===== config.mk =====
export PLATFORM = sky130hd
export DESIGN_NAME = game_state_ctl
export DESIGN_NICKNAME = d
export VERILOG_FILES = /design/src/rtl/game_state_ctl.sv
export SDC_FILE = /design/constraint.sdc
export NUM_CORES = 1
export LEC_CHECK = 0
export ABC_CLOCK_PERIOD_IN_PS = 4740
export CAP_MARGIN = 20
export CELL_PAD_IN_SITES_DETAIL_PLACEMENT = 0
export CELL_PAD_IN_SITES_GLOBAL_PLACEMENT = 1
export CORE_MARGIN = 4
export CORE_UTILIZATION = 30
export CTS_CLUSTER_DIAMETER = 50
export DETAILED_ROUTE_END_ITERATION = 8
export GPL_TIMING_DRIVEN = 0
export PLACE_DENSITY = 0.75
export SYNTH_ARGS = -nofsm -noshare
export SYNTH_HDL_FRONTEND = slang
export SYNTH_SLANG_ARGS = --single-unit

===== constraint.sdc =====
create_clock -name i_clk -period 4.74 [get_ports i_clk]
set_input_delay 0.711 -clock i_clk [delete_from_list [all_inputs] [get_ports i_clk]]
set_output_delay 0.711 -clock i_clk [all_outputs]
set_load 0.005 [all_outputs]

===== src/rtl/game_state_ctl.sv =====
// Game-flow controller: gameplay tick, Pacman/monster collision, IDLE/PLAY/DYING/OVER
// sequencing, lives and saturating BCD score. Define FRIGHT_EN to enable the fright mode.
module game_state_ctl #(
    parameter int NUM_MONSTERS = 3,
    parameter int COORD_W      = 9,
    parameter int SCORE_DIGITS = 4,
    parameter int LIVES        = 3,
    parameter int TICK_DIV     = 100000,
    parameter int DEATH_TICKS  = 1000,
    parameter int HIT_DIST     = 8
) (
    input  logic                             i_clk,
    input  logic                             i_rst_n,
    input  logic [3:0]                       i_btn,
    input  logic [COORD_W-1:0]               i_p_x,
    input  logic [COORD_W-1:0]               i_p_y,
    input  logic [NUM_MONSTERS*COORD_W-1:0]  i_m_x,
    input  logic [NUM_MONSTERS*COORD_W-1:0]  i_m_y,
    input  logic                             i_pellet_eaten,
    input  logic                             i_power_eaten,
    output logic                             o_tick,
    output logic                             o_move_en,
    output logic                             o_respawn,
    output logic [1:0]                       o_state,
    output logic [2:0]                       o_lives,
    output logic [4*SCORE_DIGITS-1:0]        o_score,
    output logic                             o_fright
);

    typedef enum logic [1:0] {
        ST_IDLE  = 2'd0,
        ST_PLAY  = 2'd1,
        ST_DYING = 2'd2,
        ST_OVER  = 2'd3
    } state_t;

    localparam int TW = (TICK_DIV > 1) ? $clog2(TICK_DIV) : 1;
    localparam int DW = (DEATH_TICKS > 1) ? $clog2(DEATH_TICKS) : 1;
    localparam logic [TW-1:0] TICK_LAST  = TW'(TICK_DIV - 1);
    localparam logic [DW-1:0] DEATH_LAST = DW'(DEATH_TICKS - 1);
    localparam logic [COORD_W:0] HIT_LIM = (COORD_W+1)'(HIT_DIST);
    localparam logic [2:0] LIVES_INIT = 3'(LIVES);
    localparam logic [4*SCORE_DIGITS-1:0] SCORE_MAX = {SCORE_DIGITS{4'h9}};
    localparam bit LOST_TENS = (SCORE_DIGITS < 2);
    localparam bit LOST_HUND = (SCORE_DIGITS < 3);

    logic [TW-1:0]               r_tick_cnt;
    logic                        r_tick;
    logic [3:0]                  r_btn_prev;
    logic                        r_armed;
    logic [NUM_MONSTERS-1:0]     w_hit_vec;
    logic [NUM_MONSTERS-1:0]     r_hit_vec;
    logic                        w_hit_any;
    logic                        w_start;
    logic                        w_deadly;
    logic                        w_eat;
    logic                        w_fright;

    state_t                      r_state;
    state_t                      w_state_next;
    logic [2:0]                  r_lives;
    logic [2:0]                  w_lives_next;
    logic [4*SCORE_DIGITS-1:0]   r_score;
    logic [4*SCORE_DIGITS-1:0]   w_score_next;
    logic                        r_respawn;
    logic                        w_respawn_next;
    logic [DW-1:0]               r_death_cnt;
    logic [DW-1:0]               w_death_next;

    logic [3:0]                  w_tens_add;
    logic [3:0]                  w_hund_add;
    logic [3:0]                  w_dig_add;
    logic [4:0]                  w_bcd_sum;
    logic                        w_bcd_carry;
    logic                        w_bcd_ovf;
    logic [4*SCORE_DIGITS-1:0]   w_score_add;
    logic [4*SCORE_DIGITS-1:0]   w_score_sum;

    always_ff @(posedge i_clk or negedge i_rst_n) begin
        if (!i_rst_n) begin
            r_tick_cnt <= '0;
            r_tick     <= 1'b0;
        end else if (r_tick_cnt == TICK_LAST) begin
            r_tick_cnt <= '0;
            r_tick     <= 1'b1;
        end else begin
            r_tick_cnt <= r_tick_cnt + 1'b1;
            r_tick     <= 1'b0;
        end
    end

    // r_armed masks the first cycle after reset so a button held through release is not a press.
    always_ff @(posedge i_clk or negedge i_rst_n) begin
        if (!i_rst_n) begin
            r_btn_prev <= 4'd0;
            r_armed    <= 1'b0;
        end else begin
            r_btn_prev <= i_btn;
            r_armed    <= 1'b1;
        end
    end

    assign w_start = r_armed && (r_btn_prev == 4'd0) && (i_btn != 4'd0);

    for (genvar g = 0; g < NUM_MONSTERS; g++) begin : g_hit
        logic [COORD_W-1:0] w_mx;
        logic [COORD_W-1:0] w_my;
        logic [COORD_W-1:0] w_dx;
        logic [COORD_W-1:0] w_dy;
        assign w_mx = i_m_x[g*COORD_W +: COORD_W];
        assign w_my = i_m_y[g*COORD_W +: COORD_W];
        assign w_dx = (i_p_x >= w_mx) ? (i_p_x - w_mx) : (w_mx - i_p_x);
        assign w_dy = (i_p_y >= w_my) ? (i_p_y - w_my) : (w_my - i_p_y);
        assign w_hit_vec[g] = ({1'b0, w_dx} < HIT_LIM) && ({1'b0, w_dy} < HIT_LIM);
    end

    always_ff @(posedge i_clk or negedge i_rst_n) begin
        if (!i_rst_n) begin
            r_hit_vec <= '0;
        end else begin
            r_hit_vec <= w_hit_vec;
        end
    end

    assign w_hit_any = |r_hit_vec;

`ifdef FRIGHT_EN
    localparam logic [12:0] FRIGHT_TICKS = 13'd5000;

    logic [12:0]             r_fright_cnt;
    logic [NUM_MONSTERS-1:0] r_eaten;
    logic [NUM_MONSTERS-1:0] w_new_eat;

    assign w_fright  = (r_fright_cnt != 13'd0);
    assign w_new_eat = r_hit_vec & ~r_eaten;
    assign w_eat     = w_fright && (w_new_eat != '0);
    // Any contact during fright is harmless; only not-yet-eaten monsters score.
    assign w_deadly  = w_fright ? 1'b0 : w_hit_any;

    always_ff @(posedge i_clk or negedge i_rst_n) begin
        if (!i_rst_n) begin
            r_fright_cnt <= 13'd0;
            r_eaten      <= '0;
        end else if (r_state == ST_PLAY && w_state_next == ST_DYING) begin
            r_fright_cnt <= 13'd0;
        end else if (r_state == ST_PLAY && i_power_eaten) begin
            r_fright_cnt <= FRIGHT_TICKS;
            r_eaten      <= '0;
        end else begin
            if (r_tick && w_fright) begin
                r_fright_cnt <= r_fright_cnt - 13'd1;
            end
            if (r_state == ST_PLAY && w_eat) begin
                r_eaten <= r_eaten | w_new_eat;
            end
        end
    end
`else
    assign w_fright = 1'b0;
    assign w_eat    = 1'b0;
    assign w_deadly = w_hit_any;
`endif

    assign w_tens_add = (i_pellet_eaten ? 4'd1 : 4'd0) + (i_power_eaten ? 4'd5 : 4'd0);
    assign w_hund_add = w_eat ? 4'd2 : 4'd0;

    // Single-cycle ripple BCD add; any carry out of the top digit clamps to all nines.
    always_comb begin
        w_bcd_carry = 1'b0;
        w_bcd_sum   = '0;
        w_dig_add   = '0;
        w_score_add = '0;
        for (int d = 0; d < SCORE_DIGITS; d++) begin
            w_dig_add = (d == 1) ? w_tens_add : ((d == 2) ? w_hund_add : 4'd0);
            w_bcd_sum = {1'b0, r_score[4*d +: 4]} + {1'b0, w_dig_add} + {4'd0, w_bcd_carry};
            if (w_bcd_sum > 5'd9) begin
                w_score_add[4*d +: 4] = 4'(w_bcd_sum - 5'd10);
                w_bcd_carry           = 1'b1;
            end else begin
                w_score_add[4*d +: 4] = w_bcd_sum[3:0];
                w_bcd_carry           = 1'b0;
            end
        end
        w_bcd_ovf   = w_bcd_carry || (LOST_TENS && (w_tens_add != 4'd0))
                                  || (LOST_HUND && (w_hund_add != 4'd0));
        w_score_sum = w_bcd_ovf ? SCORE_MAX : w_score_add;
    end

    always_comb begin
        w_state_next   = r_state;
        w_lives_next   = r_lives;
        w_score_next   = r_score;
        w_respawn_next = 1'b0;
        w_death_next   = r_death_cnt;
        case (r_state)
            ST_IDLE: begin
                if (w_start) begin
                    w_state_next   = ST_PLAY;
                    w_score_next   = '0;
                    w_lives_next   = LIVES_INIT;
                    w_respawn_next = 1'b1;
                end
            end
            ST_PLAY: begin
                w_score_next = w_score_sum;
                if (w_deadly && (r_lives != 3'd0)) begin
                    w_state_next = ST_DYING;
                    w_lives_next = r_lives - 3'd1;
                    w_death_next = '0;
                end
            end
            ST_DYING: begin
                if (r_tick) begin
                    if (r_death_cnt == DEATH_LAST) begin
                        w_death_next = '0;
                        if (r_lives == 3'd0) begin
                            w_state_next = ST_OVER;
                        end else begin
                            w_state_next   = ST_PLAY;
                            w_respawn_next = 1'b1;
                        end
                    end else begin
                        w_death_next = r_death_cnt + 1'b1;
                    end
                end
            end
            ST_OVER: begin
                if (w_start) begin
                    w_state_next = ST_IDLE;
                end
            end
            default: begin
                w_state_next = ST_IDLE;
            end
        endcase
    end

    always_ff @(posedge i_clk or negedge i_rst_n) begin
        if (!i_rst_n) begin
            r_state     <= ST_IDLE;
            r_lives     <= LIVES_INIT;
            r_score     <= '0;
            r_respawn   <= 1'b0;
            r_death_cnt <= '0;
        end else begin
            r_state     <= w_state_next;
            r_lives     <= w_lives_next;
            r_score     <= w_score_next;
            r_respawn   <= w_respawn_next;
            r_death_cnt <= w_death_next;
        end
    end

    assign o_tick    = r_tick;
    assign o_move_en = (r_state == ST_PLAY);
    assign o_respawn = r_respawn;
    assign o_state   = r_state;
    assign o_lives   = r_lives;
    assign o_score   = r_score;
    assign o_fright  = w_fright;

endmodule


After elaboration in Yosys (flattened, before gate mapping) --
Index checks and enable logic that the tools add are counted.
Operators by class: $add $sub $neg 24, muxes and demuxes 40, reductions and logical operators 19, order comparisons 16, equality and inequality tests 11
Operator list (count):
- $sub A9 B9 Y9 | 12
- $ge A9 B9 Y1 | 6
- $lt A9 B4 Y1 const B | 6
- $mux W9 | 6
- $mux W16 | 2
- $pmux W16 S2 | 1
- $mux W10 | 3
- $pmux W10 S2 | 1
- $add A17 B1 Y17 const B | 1
- $eq A17 B17 Y1 const B | 1
- $mux W17 | 1
- $mux W4 | 4
- $sub A4 B4 Y4 const B | 4
- $gt A5 B4 Y1 const B | 3
- $mux W2 | 6
- $add A10 B1 Y10 const B | 1
- $add A4 B1 Y5 | 2
- $eq A10 B10 Y1 const B | 1
- $mux W1 | 10
- $mux W3 | 3
- $reduce_and A3 Y1 | 3
- $ne A2 B2 Y1 const B | 4
- $pmux W2 S4 | 1
- $logic_and A1 B1 Y1 | 6
- 20 further kinds | 22
Storage, ports and cells: register bits after elaboration 58

Longest topological paths before layout --
depth after elaboration 14, mapped depth 24

Worst setup path before layout --
Ideal clock, no wire load.
kind register to register, start point register r_score[1] (netlist: o_score[1]), end point register r_score[1] (netlist: o_score[1]), path buffers 0, data arrival time 4.807 ns, setup time 0.079 ns, period minus slack after synthesis 4.886 ns, stages on the path, launching flop included 22, slack -0.146 ns, path through dfrtp_1 -> o21ai_0 -> inv_1 -> fa_1 -> ha_1 -> fa_1 -> inv_1 -> a21oi_1 -> a211o_1 -> ha_1 -> ha_1 -> mux2_2 -> o21ai_0 -> inv_1 -> ha_1 -> ha_1 -> nand2b_1 -> a21oi_1 -> nor2_1 -> nor2_1 -> a21oi_1 -> mux2i_1
On the way: longest elaborated chain between the ends 13, elaborated cells on any way between the ends 17, those cells by class 4 x add/sub; 4 x order compare; 1 x eq/ne; 7 x mux; 1 x reduce/logical
Ends and longest elaborated chain:
- start: declaration | RTL line 63 | logic [4*SCORE_DIGITS-1:0] r_score;
- start signal: assignment | RTL line 248 | r_score <= w_score_next;
- $gt A4 B4 Y1 | RTL line 176 | if (w_bcd_sum > 5'd9) begin
- $mux W1 | RTL line 176
- $add A5 B1 Y5 | RTL line 175 | w_bcd_sum = {1'b0, r_score[4*d +: 4]} + {1'b0, w_dig_add} + {4'd0, w_bcd_carry};
- $gt A5 B4 Y1 | RTL line 176
- $mux W1 | RTL line 176
- $add A4 B1 Y5 | RTL line 175
- $gt A5 B4 Y1 | RTL line 176
- $mux W1 | RTL line 176
- $add A4 B1 Y5 | RTL line 175
- $gt A5 B4 Y1 | RTL line 176
- $mux W1 | RTL line 176
- $ne A3 B1 Y1 (no line) or $mux W16 (tied branches)
- $reduce_and A3 Y1 (no line) or $pmux W16 S2 (tied branches)
Parallel ways exist; a longest one is shown, timed or not. The select of a mux whose other input is x is not followed. A chain may end at the register's enable or synchronous reset.

Worst setup path after layout --
start point register r_score[1] (netlist: o_score[1]), end point register r_score[2] (netlist: o_score[2])
Same word-level chain as after synthesis.

==> results.py <==
metrics = {
    "clock_tree": {
        "ctsLongestPathBuffers": 2,
        "cts_root_buffer": "clkbuf_16",
        "cts_buffers": 9,
        "clk_pin_slew_ns": 0.05,
        "h-tree-depth": 3,
        "cts_hold_buffers": 0,
        "clkLatencyLatePin_ns": 0.32,
        "clock_sinks": 58,
        "cts_tree": "done",
    },
    "drt": {
        "drc": 0,
        "drt-vias-per-instance": 5.01,
        "routed_wirelength_mm": 19.4,
        "via_count": 6782,
        "drt-initial-drc-count": 449,
        "wl_per_cell_um": 14.3,
        "firstDrtPassIters": 5,
        "ant_nets": 0,
    },
    "floorplanning": {
        "core_area_mm2": 0.0236,
        "boundaryPins": 105,
        "die_h_um": 163,
        "initial_utilization_pct": 30.7,
        "chipWidth_um": 163,
        "row_count": 56,
        "dieArea_mm2": 0.0267,
    },
    "timing": {
        "whs_ns": 0.358,
        "worst_slew_pin_slew_ns": 0.938,
        "period_needed_ns": 4.62,
        "hold_violations": 0,
        "finalSetupViolCount": 0,
        "drv_slew": 0,
        "fmax_ghz": 0.216,
        "max_slew_margin_pct": 37.0,
        "fin_crit_sh_pct": 97.5,
        "skew_ns": 0.00642,
    },
    "synthesis": {
        "synth-main-ff-cell": "dfrtp_1",
        "synth_area_per_cell_um2": 7.98,
        "synth_compound_area_share_pct": 22.6,
        "yosys_warnings": 0,
        "synth_top_area_share_pct": 20.2,
        "synth_top_family_by_area": "compound AO/OA/AOI/OAI gates",
        "synth_edf_count": 0,
        "synthXorXnorAreaFrac_pct": 6.28,
        "ys_seq_area_share_pct": 20.0,
        "syn_inst": 909,
        "synth_nets": 1108,
        "yosys.area.top_type": "ha_1",
        "syn_area_mm2": 0.00725,
        "ys_types": 85,
        "muxShareOfSynthArea_pct": 2.62,
        "synth.area.top_cells": "ha_1, dfrtp_1, inv_1",
        "ys_seq_elements": 58,
        "async_flop_share_pct": 100,
        "synth_fa_ha_area_share_pct": 20.7,
        "synthSimpleGateAreaFrac_pct": 20.4,
    },
    "critical_path": {
        "start_kind": "register",
        "r2r_end": "o_score[2]",
        "critical_path_required_ns": 4.98,
        "path_max_fanout": 4,
        "regToRegSetupSlack_ns": 0.12,
        "worst_r2r_path_depth": 22,
        "regToRegStartpoint": "o_score[1]",
        "end_kind": "register",
        "arrival_ns": 4.86,
        "path_class": "reg -> reg",
    },
    "global_route": {
        "grt_pass1_vias": 6556,
        "overflow": 0,
        "antenna_found_initial": 0,
        "grt_pass1_wl_mm": 31.3,
        "grt_max_degree": 40,
        "grt.total_usage_pct": 14.1,
    },
    "placed_design": {
        "dp_hpwl_mm": 15.9,
        "portBuffers": 103,
        "place_congestion": 0.841,
    },
    "run": {
        "cap_violations": 0,
    },
    "final_layout": {
        "antenna_cells": 0,
        "final_nets": 1230,
        "drive_gt1_share_pct": 8.40,
        "final_common_cell": "ha_1",
        "mostFrequentLayoutCells": "ha_1, clkdlybuf4s50_1, inv_1",
        "post-route-util_pct": 39.0,
        "area_growth_syn_to_layout_pct": 27.0,
    },
    "hold_path": {
        "hold_class": "in -> async",
    },
    "pwr": {
        "p_leak_nw": 4.27,
        "power_density_mw_per_mm2": 199,
        "power_mw": 1.84,
        "irDropWorstVdd_v": 0.000137,
    },
    "run_status": {
        "status": "finished clean",
    },
}
Yosys cell counts (10+ instances only):
master / number
nor2_1: 60
nand2b_1: 16
clkbuf_1: 17
xnor2_1: 29
a31oi_1: 19
xor2_1: 23
mux2i_1: 10
o21ai_0: 42
nor2b_1: 16
inv_1: 97
ha_1: 117
nand3_1: 35
o21ai_1: 18
nand2_1: 65
a21oi_1: 60
dfrtp_1: 56
a21o_1: 14
and3_1: 11
nor3_1: 20
nand4_1: 12
how the worst max path moves through the flow:
stage	start	endpoint	slack [ns]	cells after the start
after global routing	o_score[1]	o_score[3]	-0.06	24
after detailed placement	i_power_eaten	o_score[1]	-0.89	21
final	o_score[1]	o_score[2]	0.12	22
after global placement	i_power_eaten	o_score[1]	-0.85	21
after CTS	o_score[1]	o_score[2]	0.05	21
after floorplan	i_pellet_eaten	o_score[2]	0.03	19
state kept, by name, indices dropped and copies added, names as in the netlist, 2 cells and up:
register	count
r_tick_cnt	17
o_score	16
r_death_cnt	10
r_btn_prev	4
o_lives	3
r_hit_vec	3
o_state	2
repair_timing:
action,4_1_cts,5_1_grt
endpoints found under the hold margin,0,0
gates resized for setup,16,18
cloned,0,0
setup endpoints to repair,15,15
buffers inserted,3,4
pin swaps,4,13
report_power, final:
part | internal [mW] | switching (mW)
clock network | 0.434 | 0.211
registers | 0.499 | 0.00169
logic | 0.312 | 0.377
per-layer routing:
layer	routed length [um]	GRT usage (%)	part of all wire [%]
met1	9020	18.7	47
met2	9290	24.2	48
met3	699	1.24	3.6
met4	360	4.16	1.9
met5	0	0	0
per-stage QoR:
stage / area (um^2) / setup TNS [ns] / cells / setup WS, ns
after floorplan: 7260 / 0 / 909 / 0.0263
after global placement: 8690 / -10.98 / 1331 / -0.850
after detailed placement: 8710 / -11.49 / 1332 / -0.889
after global routing: 9210 / -0.239 / 1355 / -0.0597
after CTS: 9090 / 0 / 1351 / 0.0547
final: 9210 / 0 / 1355 / 0.118
worst max-delay path, cell delays in order (launching register included):
cell      delay, ns
dfrtp_2        0.44
o21ai_4        0.19
inv_2          0.06
fa_2           0.60
ha_4           0.15
fa_2           0.46
inv_2          0.07
a21oi_1        0.05
a211o_1        0.29
ha_4           0.19
ha_4           0.17
nand2b_4       0.14
mux2_4         0.29
o21ai_4        0.08
inv_2          0.07
ha_4           0.17
ha_4           0.24
nor2_2         0.10
a21oi_2        0.06
nor2_2         0.17
nor2_4         0.08
or3_4          0.33
o22ai_1        0.14
logic make-up (layout without fill, tap and decap cells):
logic type / Yosys count / after routing
xor gates and xnor gates: 52 / 52
other: 2 / 2
DFF: 58 / 58
and+or+nand+nor: 288 / 288
buffers and inverters: 128 / 255
muxes: 18 / 18
AOI/OAI and AO/OA: 244 / 244
adders and majority gates: 119 / 119
final cells by class:
type,instances,area (um^2)
buffer,29,145
timing repair buffer,111,1100
inverter,99,372
clock buffer,14,264
sequential,58,1460
clock inverter,2,35.0
multi-input combinational,723,5450
tap,319,399
fill,2425,14400
No activity file was read; power rests on OpenSTA's default activity.
